===== src/rtl/ebus_arb.sv =====
// rtl/ebus_arb.sv - Registered N-driver EBUS arbiter: fixed priority or round-robin with hold, plus contention tracking
module ebus_arb #(
  parameter int NDRV  = 9,
  parameter int WIDTH = 36,
  parameter int RR    = 0,
  parameter int CNTW  = 8,
  localparam int OW   = (NDRV > 1) ? $clog2(NDRV) : 1
) (
  input  logic                  eboxClk,
  input  logic                  eboxResetN,
  input  logic [NDRV-1:0]       drvDriving,
  input  logic [NDRV*WIDTH-1:0] drvData,
  input  logic                  clrConflict,
  output logic [WIDTH-1:0]      ebusData,
  output logic                  ebusValid,
  output logic [OW-1:0]         ebusOwner,
  output logic                  conflict,
  output logic                  conflictSticky,
  output logic [CNTW-1:0]       conflictCount
);

  typedef enum logic {ST_IDLE, ST_OWNED} state_t;

  state_t            state_q, state_d;
  logic [OW-1:0]     last_q, last_d;
  logic [WIDTH-1:0]  data_q, data_d;
  logic              valid_q, valid_d;
  logic [OW-1:0]     owner_q, owner_d;
  logic              conf_q, conf_d;
  logic              sticky_q, sticky_d;
  logic [CNTW-1:0]   count_q, count_d;

  logic [OW-1:0]     start;
  logic [OW-1:0]     hi_idx, lo_idx, win;
  logic              hi_found, lo_found;
  logic              multi;

  // Wrapped search split in two halves: requests at or above start beat those below it.
  // In fixed-priority mode start is forced to 0 so only the upper half is ever used.
  always_comb begin
    start    = '0;
    hi_found = 1'b0;
    lo_found = 1'b0;
    hi_idx   = '0;
    lo_idx   = '0;
    if (RR != 0) begin
      start = (last_q == OW'(NDRV - 1)) ? '0 : last_q + OW'(1);
    end
    for (int i = NDRV - 1; i >= 0; i--) begin
      if (drvDriving[i]) begin
        if (OW'(i) < start) begin
          lo_found = 1'b1;
          lo_idx   = OW'(i);
        end else begin
          hi_found = 1'b1;
          hi_idx   = OW'(i);
        end
      end
    end
  end

  always_comb begin
    state_d = state_q;
    last_d  = last_q;
    valid_d = 1'b0;
    win     = '0;
    if (RR != 0 && state_q == ST_OWNED && drvDriving[last_q]) begin
      valid_d = 1'b1;
      win     = last_q;
    end else if (hi_found) begin
      valid_d = 1'b1;
      win     = hi_idx;
    end else if (lo_found) begin
      valid_d = 1'b1;
      win     = lo_idx;
    end
    if (RR != 0) begin
      state_d = valid_d ? ST_OWNED : ST_IDLE;
      if (valid_d) begin
        last_d = win;
      end
    end

    data_d  = '0;
    owner_d = owner_q;
    if (valid_d) begin
      owner_d = win;
      for (int i = 0; i < NDRV; i++) begin
        if (win == OW'(i)) begin
          data_d = drvData[i*WIDTH +: WIDTH];
        end
      end
    end
  end

  // Two or more requests: clearing the lowest set bit still leaves something.
  assign multi = |(drvDriving & (drvDriving - NDRV'(1)));

  always_comb begin
    conf_d   = multi;
    sticky_d = sticky_q;
    count_d  = count_q;
    if (multi) begin
      sticky_d = 1'b1;
      if (clrConflict) begin
        count_d = CNTW'(1);
      end else if (!(&count_q)) begin
        count_d = count_q + CNTW'(1);
      end
    end else if (clrConflict) begin
      sticky_d = 1'b0;
      count_d  = '0;
    end
  end

  always_ff @(posedge eboxClk or negedge eboxResetN) begin
    if (!eboxResetN) begin
      state_q  <= ST_IDLE;
      last_q   <= OW'(NDRV - 1);
      data_q   <= '0;
      valid_q  <= 1'b0;
      owner_q  <= '0;
      conf_q   <= 1'b0;
      sticky_q <= 1'b0;
      count_q  <= '0;
    end else begin
      state_q  <= state_d;
      last_q   <= last_d;
      data_q   <= data_d;
      valid_q  <= valid_d;
      owner_q  <= owner_d;
      conf_q   <= conf_d;
      sticky_q <= sticky_d;
      count_q  <= count_d;
    end
  end

  assign ebusData       = data_q;
  assign ebusValid      = valid_q;
  assign ebusOwner      = owner_q;
  assign conflict       = conf_q;
  assign conflictSticky = sticky_q;
  assign conflictCount  = count_q;

endmodule


===== config.mk =====
export PLATFORM = sky130hd
export DESIGN_NAME = ebus_arb
export DESIGN_NICKNAME = d
export VERILOG_FILES = /design/src/rtl/ebus_arb.sv
export SDC_FILE = /design/constraint.sdc
export NUM_CORES = 1
export LEC_CHECK = 0
export ABC_AREA = 1
export CORE_AREA = 2 2 150 152
export CTS_CLUSTER_DIAMETER = 120
export CTS_CLUSTER_SIZE = 24
export DETAILED_ROUTE_END_ITERATION = 10
export DIE_AREA = 0 0 152 154
export REMOVE_ABC_BUFFERS = 1
export SETUP_SLACK_MARGIN = 0.3
export SLEW_MARGIN = 20
export SYNTH_ARGS = -nofsm -noshare
export SYNTH_HDL_FRONTEND = slang
export SYNTH_SLANG_ARGS = --single-unit
export TNS_END_PERCENT = 10

===== constraint.sdc =====
create_clock -name eboxClk -period 2 [get_ports eboxClk]
set_input_delay 0.3 -clock eboxClk [delete_from_list [all_inputs] [get_ports eboxClk]]
set_output_delay 0.3 -clock eboxClk [all_outputs]
set_load 0.1 [all_outputs]

# Word level (Yosys, flattened, before mapping)
# Index checks and enable logic that the tools add are counted.
[totals]
ff_bits = 51
input_bits = 336
[op_classes]
n_addsub = 2
n_eq_ne = 9
mux = 36
n_bitwise = 1
reduce_logical = 5
[ops]
columns = ["op", "count"]
rows = [
  ["2-to-1 mux 36 bit", 10],
  ["2-to-1 mux 4 bit", 10],
  ["2-to-1 mux 8 bit", 4],
  ["== test 4 x 3 -> 1 bit (second input constant)", 4],
  ["2-to-1 mux 1 bit", 12],
  ["AND 9 bit", 1],
  ["OR reduction 9 bit", 1],
  ["subtractor 9 x 1 -> 9 bit (second input constant)", 1],
  ["adder 8 x 1 -> 8 bit (second input constant)", 1],
  ["== test 4 x 2 -> 1 bit (second input constant)", 2],
  ["AND reduction 8 bit", 1],
  ["== test 4 x 1 -> 1 bit (second input constant)", 1],
  ["== test 4 bit (second input constant)", 1],
  ["zero test 4 bit", 1],
  ["!= test 2 bit (second input constant)", 1],
  ["AND reduction 2 bit", 1],
  ["nonzero test 2 bit", 1],
]

# Logic depth before layout (Yosys ltp)
# Gate-level depths: netlist of run 1.
[depth]
ltp_word = 21
depth_mapped = 17

# Worst setup path before layout of run 1
# Ideal clock, no wire load.
[synth_path]
kind = "reg2reg"
from = "reg count_q[1], in the netlist conflictCount[1]"
to = "reg count_q[5], in the netlist conflictCount[5]"
setup_time_ps = 120
arrival_ps = 2219
t_required_ps = 1880
path_slack_ps = -339
path_stages_with_launch = 10
n_path_buf = 0
period_less_slack_ps = 2339
path_cell_list = "dfrtp_1 > ha_1 > nand4_1 > nor3_1 > inv_1 > o21ai_2 > nand2_2 > nand3_1 > nor2_1 > o21a_1"
[synth_via]
elab_chain_len = 4
elab_cells_between_ends = 7
classes_between = "add/sub: 1; eq/ne: 1; mux: 3; reduce/logical: 2"
[synth_rtl]
columns = ["element", "line_no", "text"]
rows = [
  ["start, declared", "31", "logic [CNTW-1:0] count_q, count_d;"],
  ["start signal, assigned", "134", "count_q <= count_d;"],
  ["adder 8 x 1 -> 8 bit", "108", "count_d = count_q + CNTW'(1);"],
  ["2-to-1 mux 8 bit", "107", "end else if (!(&count_q)) begin"],
  ["2-to-1 mux 8 bit", "105", "if (clrConflict) begin"],
  ["2-to-1 mux 8 bit", "103", "if (multi) begin"],
]
# Several ways; a longest one is shown, not always the timed one. The select of a mux whose other input is x is not followed.
# A chain may end at the register's enable or synchronous reset.

# Worst setup path in the final report of run 1
[layout_path]
from = "in drvDriving[0]"
to = "reg data_q[31], in the netlist ebusData[31]"
[layout_via]
elab_chain_len = 13
elab_cells_between_ends = 23
classes_between = "eq/ne: 8; mux: 14; reduce/logical: 1"
[layout_rtl]
columns = ["element", "line_no", "text"]
rows = [
  ["start, declared", "11", "input logic [NDRV-1:0] drvDriving,"],
  ["2-to-1 mux 4 bit / 2-to-1 mux 1 bit (equally long branches)", "50", "if (drvDriving[i]) begin"],
  ["2-to-1 mux 4 bit", "70", "end else if (hi_found) begin"],
  ["zero test 4 bit", "89", "if (win == OW'(i)) begin"],
  ["2-to-1 mux 36 bit (9 in a row)", "89", ""],
  ["2-to-1 mux 36 bit (*)", "86", "if (valid_d) begin"],
  ["named net data_d[31]", "26", "logic [WIDTH-1:0] data_q, data_d;"],
  ["end signal, assigned", "129", "data_q <= data_d;"],
  ["end, declared", "26", ""],
]
# The timed path passes the listed nets; every way through them passes the cells marked *.

==> impl_metrics.ini, run 1 <==
[status]
status = finished with violations
failed_checks = negative hold slack

[sta]
setup_viol = 0
max_slew.worst_pin.slew_ns = 0.6134
hold_viol = 5
max_freq_mhz = 567.7
setup_tns_ns = 0
fin_crit_sh_pct = 88.08
min_period_ns = 1.762
skew_ns = 0.004438
relSlewSlack_pct = 59.11
slew_violations = 0
rsz0062_at_grt = yes
hold_ws_ns = -0.01415
worst_slack_ns = 0.2384

[setup_path]
slowest_delay_ns = 0.26
cp.arrival_ns = 1.98
crit_type = primary input to register
critPathTopFamily = simple AND/OR/NAND/NOR gates
end_kind = register
crit_buf_inv = 5
r2r-start = conflictCount[0]$_DFFE_PN0P_
cp-start-kind = primary input
critPathLaunch = drvDriving[0]
critPathMaxFanout = 6
path_common_cell = nor2_4
required_ns = 2.21
slowest_stage = bufbuf_16
path_cells = buf_6, nor2_4, inv_2, nor2_4, inv_2, nor2_8, nor2_4, buf_12, bufbuf_16, nand4_1, nand3_1, a21oi_1, nand4_1, nor2_1, nor2_1

[finish]
final_cells = 1531
area_growth_pct = 112.0
nets = 1587
seqCellArea_um2 = 1276
drive_gt1_share_pct = 18.15
multi_input_area_um2 = 3042
fill_cells = 2170
antenna_cells = 0

[routing]
via_per_inst = 4.752
drc_errors = 0
num_vias = 7275
wl_per_cell_um = 19.08
drt_first_iter_violations = 375
first_pass_iters = 5
ant_nets = 0
drt_wl_total_um = 29210

[cts]
clockRootBuffer = clkbuf_16
clock_sinks = 51
postCtsHoldBufs = 0
cts_tree = done
worstSkewPairLatency_ns = 0.31
numCtsBuffers = 5
cts_buffer_depth = 2
htreeDepth = 2
path_clk_slew_ns = 0.08

[yosys]
seq_area_frac_synth_pct = 26.82
synth.avg_cell_area_um2 = 5.874
async_flop_share_pct = 100.0
postSynthCellCount = 810
synth_edf_count = 0
yosys-top-cells-area = dfrtp_1, nand2_1, nand4_1
synth_top_area_share_pct = 26.82
synth_seq_cells = 51
ys_warn_count = 0
syn_area_um2 = 4758
ys.flop_type = dfrtp_1
synth_top_cell_by_area = dfrtp_1
ys_types = 34

[placement]
place_congestion = 0.9039
dp.cells = 1490
dpl.hpwl_um = 21890
post-place-ws_ns = -0.4263
io_buffers = 386

[hold_path]
holdCritPathClass = primary input to async pin

[floorplan]
die_area_um2 = 23410
pin_count = 387
start_util_pct = 21.94
core-area_um2 = 21690
rows = 54
die_w_um = 152
die_h_um = 154

[global_route]
grt_max_degree = 40
grt_pass1_vias = 7523
grt_pass1_wl_um = 43250
grt_usage_pct = 23.91
overflow = 0
antenna_found_initial = 0

[pwr]
p_leak_uw = 0.004758
vdd.ir_drop.worst_mv = 0.3272
power.total_uw = 4445
powerDensity_nw_per_um2 = 440.7

[run]
maxCapViolCount = 0
Yosys cell counts, types with 2 or more instances:
master and instances:
buf_4 3, clkbuf_1 17, buf_2 28, inv_2 13, o21ai_0 9, nor3_4 2
or2_2 8, dfrtp_1 51, nand2_1 237, nand2_2 4, o22ai_1 2, nand3_1 41
nand4_1 111, nor2_2 3, o211ai_1 2, a21oi_1 40, inv_1 69, nor2_4 5
nor3_1 3, nor2_1 148
path summary, 6_finish.rpt:
| path | slack, ns | depth (start not counted) | end |
|---|---|---|---|
| setup reg to reg | 0.29 | 9 | conflictCount[5]$_DFFE_PN0P_ |
| max in group asynchronous | 1.40 | 2 | ebusData[27]$_DFF_PN0_ |
| min in group eboxClk | 0.43 | 3 | ebusValid$_DFF_PN0_ |
| setup / recovery | 0.24 | 15 | ebusData[31]$_DFF_PN0_ |
| hold / removal | -0.01 | 1 | ebusData[34]$_DFF_PN0_ |
| hold reg to reg | 0.48 | 2 | ebusOwner[1]$_DFFE_PN0P_ |
final cells by class:
class                   count  area share [%]
repair buffers            482           48.90
multi-input cells         626           30.16
flip-flops and latches     51           12.65
well taps                 280           3.474
inverters                  83           3.188
clock buffers               6           1.377
clock inverters             2          0.1613
repair inverters            1         0.08684
metrics by stage:
step	util (%)	area (um^2)
finish	46.50	10090
global route	46.50	10090
CTS	45.96	9968
detailed placement	42.91	9306
global placement	42.91	9306
floorplan	-	4517
power by group:
part,switching [uW],internal (uW)
combinational,1310,983
sequential,41.2,1130
clock,479,504
logic make-up after synthesis:
family	synth area share, %
buffers and inverters	11.62
AOI/OAI and AO/OA	6.574
adders and majority gates	0.2629
DFF	26.82
and+or+nand+nor	54.72
worst reg2reg max path: stages, from the launching register on:
cell,delay (ns)
dfrtp_1,0.40
ha_1,0.20
nand4_1,0.15
nor3_1,0.16
inv_1,0.09
o21ai_2,0.14
nand2_2,0.13
nand3_1,0.12
nor2_1,0.05
o21a_1,0.16
cell usage in the layout, fill, tap and decap left out, drive strengths merged, types with 2 or more instances in the layout:
cell           count
nor2             157
o22ai              2
or2                9
clkinv             2
dfrtp             51
clkdlybuf4s50    325
nand3             43
o211ai             2
clkbuf             8
buf              152
bufbuf             2
inv               83
nand4            111
a21oi             41
nor3               5
nand2            241
o21ai             10
routing by layer:
layer / GRT usage [%] / wire length (um)
met4: 5.785 / 514
met2: 44.57 / 14960
met1: 28.02 / 11750
met5: 0 / 0
met3: 4.763 / 1975
sequential cells by signal, indices dropped and copies added, names as in the netlist:
register,cells
ebusData,36
conflictCount,8
ebusOwner,4
conflictSticky,1
ebusValid,1
conflict,1
timing repair:
| item | CTS | global route |
|---|---|---|
| gates cloned | 7 | 2 |
| resized for setup | 80 | 13 |
| setup endpoints to repair | 48 | 42 |
| pin swaps | 32 | 13 |
| setup buffers | 23 | 1 |
(Power assumes the default switching activity.)
==> run 2, diff against run 1 <==
--- a/config.mk
+++ b/config.mk
@@ -6,12 +6,11 @@
 export NUM_CORES = 1
 export LEC_CHECK = 0
 export ABC_AREA = 1
+export CAP_MARGIN = 25
 export CORE_AREA = 2 2 150 152
 export CTS_CLUSTER_DIAMETER = 120
-export CTS_CLUSTER_SIZE = 24
 export DETAILED_ROUTE_END_ITERATION = 10
 export DIE_AREA = 0 0 152 154
-export REMOVE_ABC_BUFFERS = 1
 export SETUP_SLACK_MARGIN = 0.3
 export SLEW_MARGIN = 20
 export SYNTH_ARGS = -nofsm -noshare
==> impl_metrics.ini, run 2 (synthesis gave the netlist of run 1 again) <==
[global_route]
grt_pass1_wl_um = 41690
overflow = 0
grt_max_degree = 52
grt_usage_pct = 22.96
grt_pass1_vias = 7135
antenna_found_initial = 1

[floorplan]
die_h_um = 154
die_w_um = 152
rows = 54
die_area_um2 = 23410
core-area_um2 = 21690
pin_count = 387
start_util_pct = 21.94

[finish]
area_growth_pct = 115.5
nets = 1611
mostFrequentLayoutCells = clkdlybuf4s50_1, nand2_1, nor2_1
fill_cells = 2233
layout_commonest_cell = clkdlybuf4s50_1
drive_gt1_share_pct = 21.41
largest_reg_flops = 36
final_cells = 1556

[yosys]
synth_nets = 1147

[placement]
dp.cells = 1513
io_buffers = 386
dpl.hpwl_um = 21940
place_congestion = 0.9002

[status]
status = finished with violations
failed_checks = negative hold slack

[sta]
hold_viol = 3
setup_tns_ns = 0
skew_ns = 0.001506
rsz0062_at_grt = yes
max_slew.worst_pin.slew_ns = 0.4977
fin_crit_sh_pct = 92.90
hold_ws_ns = -0.01531
setup_viol = 0
min_period_ns = 1.858
max_freq_mhz = 538.2
slew_violations = 0
relSlewSlack_pct = 66.82

[routing]
wl_per_cell_um = 18.25
first_pass_iters = 4
ant_nets = 0
via_per_inst = 4.645
drc_errors = 0
num_vias = 7227
drt_first_iter_violations = 365
drt_wl_total_um = 28400

[cts]
cts_buffer_depth = 2
clock_sinks = 51
numCtsBuffers = 5
postCtsHoldBufs = 0
clockRootBuffer = clkbuf_16
cts_tree = done
htreeDepth = 2
path_clk_slew_ns = 0.08
worstSkewPairLatency_ns = 0.30

[pwr]
powerDensity_nw_per_um2 = 434.2
p_leak_uw = 0.004823
vdd.ir_drop.worst_mv = 0.2774

[setup_path]
slowest_delay_ns = 0.17
critPathMaxFanout = 6
path_cells = buf_2, inv_2, nand2_4, nor2_4, nand2_2, nor2_4, nor2_4, buf_12, buf_8, clkbuf_16, nand4_1, nand3_1, a21oi_1, nand4_1, nor2_2, nor2_1
end_kind = register
critPathTopFamily = simple AND/OR/NAND/NOR gates
path_common_cell = nor2_4
cp.arrival_ns = 2.05
cp-start-kind = primary input
crit_buf_inv = 5
slowest_stage = nor2_2
crit_type = primary input to register
required_ns = 2.19

[run]
maxCapViolCount = 0

[hold_path]
holdCritPathClass = primary input to async pin
run 2: worst paths after layout:
path / depth (start not counted) / endpoint / from / slack [ns]
hold reg to reg: 2 / ebusOwner[1]$_DFFE_PN0P_ / ebusOwner[1]$_DFFE_PN0P_ / 0.48
hold / removal: 2 / ebusData[18]$_DFF_PN0_ / eboxResetN / -0.02
setup / recovery: 16 / ebusData[16]$_DFF_PN0_ / drvDriving[2] / 0.14
min in group eboxClk: 4 / conflict$_DFF_PN0_ / drvDriving[5] / 0.46
max in group asynchronous: 2 / conflictCount[0]$_DFFE_PN0P_ / eboxResetN / 1.71
setup reg to reg: 9 / conflictCount[5]$_DFFE_PN0P_ / conflictCount[0]$_DFFE_PN0P_ / 0.35
run 2: what timing repair did:
item	in CTS	in global routing
pin swaps	32	27
setup buffers	26	5
endpoints found under the setup margin	48	43
gates resized for setup	84	23
cloned	2	1
endpoints found under the hold margin	0	0
run 2: per-stage QoR:
| step | hold WS (ns) | setup WS (ns) | total power [uW] | area [um^2] | utilization (%) |
|---|---|---|---|---|---|
| after floorplan | 0.004409 | 0.1591 | 2295 | 4790 | - |
| after global placement | 0.3290 | -0.5914 | 3437 | 9473 | 43.68 |
| after detailed placement | 0.3323 | -0.6786 | 3444 | 9473 | 43.68 |
| after CTS | 0.005840 | 0.1548 | 4461 | 10080 | 46.49 |
| after global routing | 0.003749 | 0.03334 | 4664 | 10250 | 47.27 |
| final | -0.01531 | 0.1419 | 4451 | 10250 | 47.27 |
run 2: metal layers:
layer	share of wire, %	global-route usage, %
met2	48	39.73
met4	3.6	8.545
met5	0	0
met1	43	29.11
met3	5.4	3.129
run 2: cell type report:
| type | count | area [um^2] | share of cell area, % |
|---|---|---|---|
| diodes | 1 | 2.502 | 0.02441 |
| clock buffers | 5 | 125.1 | 1.220 |
| flip-flops and latches | 51 | 1290 | 12.58 |
| well taps | 280 | 350.3 | 3.417 |
| repair buffers | 507 | 5036 | 49.12 |
| multi-input cells | 626 | 3105 | 30.29 |
| clock inverters | 3 | 25.02 | 0.2441 |
| inverters | 83 | 317.8 | 3.100 |
run 2: report_power, final:
group	total [uW]	internal (uW)	switching (uW)
logic	2360	1010	1350
registers	1170	1130	44.4
clock network	916	470	445
total	4450	2610	1840
==> run 3, diff against run 2 <==
--- a/config.mk
+++ b/config.mk
@@ -5,12 +5,11 @@
 export SDC_FILE = /design/constraint.sdc
 export NUM_CORES = 1
 export LEC_CHECK = 0
-export ABC_AREA = 1
 export CAP_MARGIN = 25
-export CORE_AREA = 2 2 150 152
+export CORE_AREA = 2 2 152 154
 export CTS_CLUSTER_DIAMETER = 120
 export DETAILED_ROUTE_END_ITERATION = 10
-export DIE_AREA = 0 0 152 154
+export DIE_AREA = 0 0 154 156
 export SETUP_SLACK_MARGIN = 0.3
 export SLEW_MARGIN = 20
 export SYNTH_ARGS = -nofsm -noshare
==> impl_metrics.ini, run 3 <==
[setup_path]
slowest_delay_ns = 0.57
rr_worst_depth = 7
slowest_stage = or4_4
critPathMaxFanout = 5
critPathTopFamily = simple AND/OR/NAND/NOR gates
path_cells = buf_6, or4_4, buf_6, nor2_4, buf_12, nand2_2, o221a_4, a221o_1
path_common_cell = buf_6
required_ns = 2.19
rrSetupSlack_ns = 0.31
cp-start-kind = primary input
crit_buf_inv = 3
r2r-start = conflictCount[0]$_DFFE_PN0P_
end_kind = register
crit_type = primary input to register
rr_endpoint = conflictCount[7]$_DFFE_PN0P_
cp.arrival_ns = 1.96

[hold_path]
holdCritPathClass = primary input to register
min_path_cells = 4
hold_path_end = ebusOwner[2]$_DFFE_PN0P_
hp-start = drvDriving[1]

[global_route]
grt_usage_pct = 24.14
grt_max_degree = 31
antenna_found_initial = 10
grt_pass1_wl_um = 43410
grt_pass1_vias = 7092
overflow = 0

[routing]
first_pass_iters = 5
drc_errors = 0
wl_per_cell_um = 22.81
num_vias = 7074
drt_first_iter_violations = 433
via_per_inst = 5.148
ant_nets = 0
drt_wl_total_um = 31340

[pwr]
intPower_uw = 3012
vdd.ir_drop.worst_mv = 0.3003
switching_share_pct = 39.27
power.switching_uw = 1948
combPwrFrac_pct = 52.5
p_leak_uw = 0.004119
power_frac_seq_pct = 23.9
p_clk_share_pct = 23.7
powerDensity_nw_per_um2 = 485.7

[yosys]
synth_fa_ha_area_share_pct = 0.2717
synthSimpleGateAreaFrac_pct = 19.59
ys_warn_count = 0
synth_edf_count = 0
synth.area.mux_share_pct = 1.684
ys.flop_type = dfrtp_1
ys_top_cells_by_count = nand2_1, a21oi_1, dfrtp_1
async_flop_share_pct = 100.0
synth.most_common_cell = nand2_1
synth_top_cell_by_area = dfrtp_1
synth_compound_area_share_pct = 42.71
synth_seq_cells = 51
synth.avg_cell_area_um2 = 7.428
syn_area_um2 = 4606
postSynthCellCount = 620
synth_xor_xnor_area_share_pct = 1.141
ys_types = 55
synth_top_area_share_pct = 27.71
synth_top_family_by_area = compound AO/OA/AOI/OAI gates
seq_area_frac_synth_pct = 27.71
synth_nets = 957
yosys-top-cells-area = dfrtp_1, nand2_1, a21oi_1

[cts]
path_clk_slew_ns = 0.08
clock_sinks = 51
worstSkewPairLatency_ns = 0.30
cts_buffer_depth = 2
clockRootBuffer = clkbuf_16
cts_tree = done
htreeDepth = 2
numCtsBuffers = 5

[placement]
dpl.hpwl_um = 23580
place_congestion = 0.8969
dp.cells = 1321
io_buffers = 386
post-place-ws_ns = -0.4641

[finish]
drive_gt1_share_pct = 24.10
area_growth_pct = 121.8
nets = 1415
layout_commonest_cell = clkdlybuf4s50_1
largest_reg_flops = 36
fill_cells = 2212
mostFrequentLayoutCells = clkdlybuf4s50_1, buf_4, nand2_1
final_cells = 1374

[floorplan]
die_area_um2 = 24020
die_h_um = 156
rows = 55
start_util_pct = 20.59
pin_count = 387
core-area_um2 = 22370
die_w_um = 154

[sta]
slew_violations = 0
min_period_ns = 1.772
skew_ns = 0.001564
relSlewSlack_pct = 70.29
max_freq_mhz = 564.2
setup_viol = 0
hold_viol = 0
fin_crit_sh_pct = 88.61
setup_tns_ns = 0
max_slew.worst_pin.slew_ns = 0.4344
rsz0062_at_grt = yes
worst_slack_ns = 0.2277

[run]
maxCapViolCount = 0

[status]
status = finished clean
[run 3: power groups by stage]
| stage | Clock (uW) | Combinational (uW) | Sequential (uW) |
|---|---|---|---|
| 2_1_floorplan | 0 | 514 | 1900 |
| 3_3_place_gp | 0 | 2450 | 1200 |
| 3_5_place_dp | 0 | 2460 | 1200 |
| 5_1_grt | 1230 | 2720 | 1190 |
| 4_1_cts | 1210 | 2540 | 1180 |
| 6_report | 1170 | 2600 | 1180 |
[run 3: logic make-up (layout without fill, tap and decap cells)]
family / after synthesis / in the layout
AOI/OAI and AO/OA: 282 / 282
xor gates and xnor gates: 6 / 6
other: 0 / 10
muxes: 7 / 7
buffers and inverters: 67 / 525
DFF: 51 / 51
and+or+nand+nor: 206 / 207
adders and majority gates: 1 / 1
[run 3: area by class of cell]
class	instances	area [um^2]	area share, %
antenna	10	25.02	0.2450
sequential	51	1291	12.64
inverter	2	7.507	0.07350
clock inverter	2	60.06	0.5880
multi-input combinational	503	3246	31.78
tap	285	356.6	3.491
clock buffer	6	128.9	1.262
timing repair buffer	515	5099	49.92
[run 3: worst max path at each step]
stage | from | endpoint | slack [ns] | cells past startpoint
2_1_floorplan | conflictCount[0]$_DFFE_PN0P_ | conflictCount[7]$_DFFE_PN0P_ | 0.02 | 8
3_3_place_gp | drvDriving[3] | ebusData[34]$_DFF_PN0_ | -0.47 | 9
3_5_place_dp | drvDriving[0] | ebusData[1]$_DFF_PN0_ | -0.46 | 8
4_1_cts | drvDriving[7] | ebusData[21]$_DFF_PN0_ | 0.24 | 10
5_1_grt | drvDriving[1] | conflictCount[5]$_DFFE_PN0P_ | 0.20 | 8
6_report | drvDriving[1] | ebusData[13]$_DFF_PN0_ | 0.23 | 8
[run 3: through the flow]
stage          total power, uW  util (%)  instance area, um^2  hold WS [ns]
2_1_floorplan             2418         -                 4628      0.004409
3_3_place_gp              3651     41.98                 9389        0.2661
3_5_place_dp              3659     41.98                 9389        0.2693
4_1_cts                   4924     44.19                 9883        0.4643
5_1_grt                   5145     45.66                10210        0.4317
6_report                  4961     45.67                10210        0.4403
[run 3: tightest hold or removal path: cells and delay by family]
family          cells  cell delay, ns
compound gates      1            0.04
buf+inv             2            0.21
simple gates        1            0.15
[run 3: layer usage]
layer	track usage (%)	part of all wire (%)	vias to the layer above	wire length (um)
met2	43.52	51	379	16000
met3	5.056	7.8	55	2432
met5	0	0	-	0
li1	-	-	3286	-
met1	27.36	38	3354	11840
met4	11.08	3.4	0	1057
[run 3: repair_timing]
action,CTS,global route
pin swaps,13,28
setup buffers,11,16
gates resized for setup,52,37
hold buffers,1,0
endpoints found under the hold margin,12,0
endpoints found under the setup margin,50,45
gates cloned,4,3
